### src/rtl/pe_pkg.sv
// Shared constants and state encoding for the PE block initiator controller.
package pe_pkg;

  localparam int PE_NPE = 8;
  localparam int PE_AW  = 64;
  localparam int PE_CW  = 128;

  // Every PE has raised its done flag.
  localparam logic [PE_NPE-1:0] ALL_DONE = 8'hFF;

  typedef enum logic [2:0] {
    ST_LOAD,
    ST_START,
    ST_WAIT,
    ST_ACK,
    ST_RELEASE,
    ST_OUT
  } state_e;

endpackage

### src/rtl/tempc_serializer.sv
// Holds the captured PE result and streams it out as NPE words, lowest word
// first, over a valid/ready handshake. done_o pulses when the last word is taken.
module tempc_serializer
  import pe_pkg::*;
#(
  parameter int CW  = PE_CW,
  parameter int NPE = PE_NPE
) (
  input  logic              clk,
  input  logic              rst,
  input  logic              load_i,
  input  logic [NPE*CW-1:0] tempc_i,
  input  logic              start_i,
  output logic              done_o,
  output logic              m_valid_o,
  input  logic              m_ready_i,
  output logic [CW-1:0]     m_data_o,
  output logic [2:0]        m_idx_o,
  output logic              m_last_o
);

  localparam logic [2:0] LAST_IDX = 3'(NPE - 1);

  logic [NPE*CW-1:0] res_q, res_d;
  logic [2:0]        idx_q, idx_d;
  logic              valid_q, valid_d;
  logic              fire;

  assign fire = valid_q & m_ready_i;

  // Word index and valid advance only on an accepted word; start rewinds to word 0.
  always_comb begin
    res_d   = res_q;
    idx_d   = idx_q;
    valid_d = valid_q;
    if (load_i) begin
      res_d = tempc_i;
    end
    if (start_i) begin
      valid_d = 1'b1;
      idx_d   = '0;
    end else if (fire) begin
      if (idx_q == LAST_IDX) begin
        valid_d = 1'b0;
        idx_d   = '0;
      end else begin
        idx_d = idx_q + 3'd1;
      end
    end
  end

  // Result buffer and handshake state.
  always_ff @(posedge clk or posedge rst) begin
    if (rst) begin
      res_q   <= '0;
      idx_q   <= '0;
      valid_q <= 1'b0;
    end else begin
      res_q   <= res_d;
      idx_q   <= idx_d;
      valid_q <= valid_d;
    end
  end

  assign m_valid_o = valid_q;
  assign m_idx_o   = idx_q;
  assign m_data_o  = res_q[int'(idx_q)*CW +: CW];
  assign m_last_o  = valid_q & (idx_q == LAST_IDX);
  assign done_o    = fire & (idx_q == LAST_IDX);

endmodule

### src/rtl/peblock_ctrl.sv
// Initiator for the 2x4 PE multiply block: loads eight operand pairs, starts
// the block, waits for every PE to finish, acknowledges, then streams the result.
module peblock_ctrl
  import pe_pkg::*;
#(
  parameter int AW  = PE_AW,
  parameter int CW  = PE_CW,
  parameter int NPE = PE_NPE
) (
  input  logic              clk,
  input  logic              rst,
  input  logic              s_valid,
  output logic              s_ready,
  input  logic [AW-1:0]     s_a,
  input  logic [AW-1:0]     s_b,
  output logic              pe_valid,
  output logic [2:0]        pe_addra,
  output logic [AW-1:0]     pe_inpa,
  output logic [2:0]        pe_addrb,
  output logic [AW-1:0]     pe_inpb,
  output logic              pe_start,
  input  logic [NPE-1:0]    pe_done,
  input  logic [NPE*CW-1:0] pe_tempc,
  output logic              pe_tempc_ack,
  output logic              m_valid,
  input  logic              m_ready,
  output logic [CW-1:0]     m_data,
  output logic [2:0]        m_idx,
  output logic              m_last,
  output logic              busy
);

  localparam logic [3:0] SLOTS = 4'(NPE);

  state_e        state_q, state_d;
  logic [3:0]    cnt_q, cnt_d;
  logic          s_ready_q, s_ready_d;
  logic          start_q, start_d;
  logic          ack_q, ack_d;
  logic          ld_valid_q;
  logic [2:0]    ld_addr_q;
  logic [AW-1:0] ld_a_q, ld_b_q;
  logic          accept;
  logic          cap_load;
  logic          ser_start;
  logic          ser_done;

  // s_ready_q is only ever high in LOAD with free slots, so this is a LOAD beat.
  assign accept = s_valid & s_ready_q;

  // Next-state logic; registered strobes are derived from the upcoming state.
  always_comb begin
    state_d   = state_q;
    cnt_d     = cnt_q;
    cap_load  = 1'b0;
    ser_start = 1'b0;
    case (state_q)
      ST_LOAD: begin
        if (accept) begin
          cnt_d = cnt_q + 4'd1;
        end
        // Count reaches SLOTS in the cycle the last pe_valid is on the bus.
        if (cnt_q == SLOTS) begin
          state_d = ST_START;
        end
      end
      ST_START: state_d = ST_WAIT;
      ST_WAIT: begin
        if (pe_done == ALL_DONE) begin
          cap_load = 1'b1;
          state_d  = ST_ACK;
        end
      end
      ST_ACK: state_d = ST_RELEASE;
      ST_RELEASE: begin
        // Wait for done to drop so a stale all-done is never mistaken for the next job.
        if (pe_done != ALL_DONE) begin
          ser_start = 1'b1;
          state_d   = ST_OUT;
        end
      end
      ST_OUT: begin
        if (ser_done) begin
          cnt_d   = '0;
          state_d = ST_LOAD;
        end
      end
      default: state_d = ST_LOAD;
    endcase
    s_ready_d = (state_d == ST_LOAD) && (cnt_d < SLOTS);
    start_d   = (state_d == ST_START);
    ack_d     = (state_d == ST_ACK);
  end

  // Control state and registered control outputs.
  always_ff @(posedge clk or posedge rst) begin
    if (rst) begin
      state_q   <= ST_LOAD;
      cnt_q     <= '0;
      s_ready_q <= 1'b0;
      start_q   <= 1'b0;
      ack_q     <= 1'b0;
    end else begin
      state_q   <= state_d;
      cnt_q     <= cnt_d;
      s_ready_q <= s_ready_d;
      start_q   <= start_d;
      ack_q     <= ack_d;
    end
  end

  // Registered load port: each accepted beat writes slot cnt_q one cycle later.
  always_ff @(posedge clk or posedge rst) begin
    if (rst) begin
      ld_valid_q <= 1'b0;
      ld_addr_q  <= '0;
      ld_a_q     <= '0;
      ld_b_q     <= '0;
    end else begin
      ld_valid_q <= accept;
      if (accept) begin
        ld_addr_q <= cnt_q[2:0];
        ld_a_q    <= s_a;
        ld_b_q    <= s_b;
      end
    end
  end

  tempc_serializer #(
    .CW  (CW),
    .NPE (NPE)
  ) u_ser (
    .clk       (clk),
    .rst       (rst),
    .load_i    (cap_load),
    .tempc_i   (pe_tempc),
    .start_i   (ser_start),
    .done_o    (ser_done),
    .m_valid_o (m_valid),
    .m_ready_i (m_ready),
    .m_data_o  (m_data),
    .m_idx_o   (m_idx),
    .m_last_o  (m_last)
  );

  assign s_ready      = s_ready_q;
  assign pe_valid     = ld_valid_q;
  assign pe_addra     = ld_addr_q;
  assign pe_addrb     = ld_addr_q;
  assign pe_inpa      = ld_a_q;
  assign pe_inpb      = ld_b_q;
  assign pe_start     = start_q;
  assign pe_tempc_ack = ack_q;
  assign busy         = !((state_q == ST_LOAD) && (cnt_q == 4'd0));

endmodule

### config.mk
export PLATFORM = sky130hd
export DESIGN_NAME = peblock_ctrl
export DESIGN_NICKNAME = d
export VERILOG_FILES = /design/src/rtl/pe_pkg.sv /design/src/rtl/tempc_serializer.sv /design/src/rtl/peblock_ctrl.sv
export SDC_FILE = /design/constraint.sdc
export NUM_CORES = 2
export LEC_CHECK = 0
export CAP_MARGIN = 10
export CORE_AREA = 5 5 560 562
export CTS_CLUSTER_SIZE = 10
export DETAILED_ROUTE_END_ITERATION = 6
export DIE_AREA = 0 0 565 567
export PLACE_DENSITY_LB_ADDON = 0.25
export SLEW_MARGIN = 20
export SYNTH_ARGS = -nofsm -noshare
export SYNTH_HDL_FRONTEND = slang
export SYNTH_SLANG_ARGS = --single-unit
### constraint.sdc
create_clock -name clk -period 43.1 [get_ports clk]
set_input_delay 8.62 -clock clk [delete_from_list [all_inputs] [get_ports clk]]
set_output_delay 8.62 -clock clk [all_outputs]
set_load 0.02 [all_outputs]
==> summary.txt <==
Pwr
  – Pwr/cell area: 46.4 mW/mm2
  – Lkg Pwr: 33.3 nW
  – Worst vdd ir: 0.0257 mV

Global routing
  – GR Util All Layers: 14.5%
  – Global-route wire length before repair: 326 mm
  – Initial antenna violation count: 195
  – Total gr overflow: 0
  – Vias in the first global route: 37500
  – Largest net degree at the start of global routing: 89

Synth
  – Synth area leaders: dfrtp_1, mux2_2, mux4_2, nand2_1, buf_2
  – Number of synthesized flops with an enable pin: 0
  – Top cell type's share of synthesized area: 57.5%
  – Post-synth top area cell: dfrtp_1
  – Distinct cells, synth: 34
  – Seq/Total Area, Yosys: 57.5%
  – Predominant post-synthesis flop cell: dfrtp_1
  – Synthesized cell area: 0.0509 mm2
  – Ys Warns: 0
  – Mapped Nets: 4416
  – Count leader, synth: dfrtp_1
  – Gate count after technology mapping: 3248
  – Yosys reg bits: 1170
  – Syn Area/Cell: 15.7 um2
  – Async SR Flop Fraction: 100%
  – Most frequent cells after synthesis: dfrtp_1, mux2_2, nand2_1, mux4_2, buf_2

Timing
  – Final worst setup slack: 28.09 ns
  – Relative slew slack: 32.2%
  – F_max: 66.6 MHz
  – RSZ-0062 raised after global routing: no
  – Setup_tns: 0 ns
  – Finish-stage setup viols: 0
  – Tmin final: 15.01 ns
  – Final worst-path cycle share: 34.8%
  – Final hold vios: 0
  – Worst-Margin Slew: 1.02 ns
  – Worst Clk Skew: 0.0252 ns
  – Max Slew Vio Count: 0

Clock network
  – Clock Latency Late Sink: 0.81 ns
  – Clk buf depth: 4
  – CTS sink count: 1170
  – TritonCTS clock tree: built
  – H-tree levels: 4
  – Post-cts resize count: 0
  – Postcts setup bufs: 0
  – Hold_buf cts: 0
  – Clock root cell: clkbuf_16
  – Clock transition at path regs: 0.05 ns
  – Cts bufs inserted: 156

Final layout
  – Layout cells sized above 1: 35.2%
  – Nets@finish: 5843
  – Area delta synth->final: 46.9%
  – Fillers: 32300
  – Multi-input logic area: 0.0206 mm2
  – Sequential Area: 0.0293 mm2

Floorplan
  – Die area: 0.320 mm2
  – Io pins: 1436
  – Die Y: 567 um
  – Die width: 565 um
  – Initial core utilization: 16.5%
  – FP Rows: 204
  – Core box area: 0.308 mm2

Place
  – IO buf count: 1435
  – HPWL after DPL: 189 mm
  – Setup slack at placement: 26.26 ns
  – Gpl congestion: 0.878

Routing
  – DRT Pass-1 Iters: 5
  – Vias per inst: 3.83
  – Total wire length: 240 mm
  – # DRC: 0
  – Via count: 34200
  – Post-route ant nets: 0
  – Average wire per standard cell: 26.9 um
  – Drt initial violations: 1711

Setup path
  – Critical Path, Cell by Cell: clkdlybuf4s50_1, inv_8, buf_4, buf_4, buf_4, buf_4, buf_6, buf_4, buf_6, buf_4
  – CP startpoint kind: primary input
  – Worst path buffer plus inverter count: 10
  – Crit-path max FO: 88
  – CP max stage delay: 0.83 ns
  – CP max-delay cell: buf_4
  – Crit-path leading delay family: buffers and inverters
  – Setup crit end kind: async pin
  – Arr. time, crit path: 15.86 ns
  – Worst EP required: 43.94 ns
  – Crit Path Class: in2async
  – CP most frequent cell: buf_4

Min path
  – Hold Path Class: reg2reg

Flow run
  – Maxcap violations: 0

Run status
  – Status: finished, final reports clean
[per-stage QoR]
step | total power, mW | cell area [um2] | utilization [%] | std cells | hold WS (ns)
2_1_floorplan | 1.77 | 50900 | - | 3248 | 0.475
3_3_place_gp | 2.25 | 69800 | 22.7 | 8636 | 0.459
3_5_place_dp | 2.25 | 69800 | 22.7 | 8636 | 0.462
4_1_cts | 3.56 | 74700 | 24.3 | 8895 | 0.476
5_1_grt | 3.64 | 74700 | 24.3 | 8909 | 0.491
6_report | 3.47 | 74800 | 24.3 | 8936 | 0.473
[cells by family after synthesis]
kind of cell	share of synthesized area, %
buffers and inverters	2.14
xor gates and xnor gates	0.0172
DFF	57.5
adders and majority gates	0.0983
muxes	36.8
AOI/OAI and AO/OA	0.192
and+or+nand+nor	3.23
[where the power goes]
| part | total (mW) | internal (mW) | leakage [nW] | switching, mW |
|---|---|---|---|---|
| clock network | 1.26 | 0.739 | 2.36 | 0.521 |
| logic | 0.896 | 0.423 | 14.8 | 0.473 |
| registers | 1.31 | 1.21 | 16.1 | 0.0978 |
[cell type report]
class | instances | area share [%]
antenna | 40 | 0.134
clock buffer | 233 | 6.07
clock inverter | 26 | 0.410
inverter | 5 | 0.0368
multi-input combinational | 1853 | 27.5
sequential | 1170 | 39.2
tap | 4120 | 6.89
timing repair buffer | 1489 | 19.8
[tightest hold or removal path, stage by stage, from the launching register on]
cell and delay (ns):
dfrtp_1 0.34, nand2_1 0.05, nand2_1 0.05
[state kept, by name, indices dropped and copies added, names as in the netlist]
register and cells:
u_ser.res_q 1024, pe_inpa 64, pe_inpb 64, cnt_q 4, pe_addra 3, state_q 3, u_ser.m_idx_o 3, pe_start 1
pe_tempc_ack 1, pe_valid 1, s_ready 1, u_ser.m_valid_o 1
[cell usage in the layout (no fill, tap or decap), drive strengths merged, types with 2 or more instances in the layout]
cell,count
and3,2
ha,4
nor3,5
clkinvlp,2
o21ai,3
nor2,6
a21o,2
o2bb2ai,3
bufinv,2
nand4,2
diode,40
mux2,1152
nand2,395
a21oi,4
clkdlybuf4s50,1435
and4,3
dfrtp,1170
clkinv,17
mux4,256
mux2i,2
inv,10
buf,54
clkbuf,233
nand3,3
[per-layer routing]
metal	global-route usage, %	wire length (um)
met5	0	1380
met4	2.83	4910
met3	7.41	27500
met2	24.0	114000
met1	16.7	92300
[worst paths after layout]
check,from,endpoint,slack (ns),depth (start not counted)
worst max-delay path,rst,u_ser.res_q[743],28.09,10
worst min-delay path,pe_inpa[34],pe_inpa[34],0.47,2
worst max register to register,state_q[0],u_ser.res_q[859],36.39,9
worst min register to register,pe_inpa[34],pe_inpa[34],0.47,2
max in group clk,pe_done[4],u_ser.res_q[859],28.37,11
min in group asynchronous,rst,u_ser.res_q[39],8.32,2
Power figures use the tool's default switching activity.
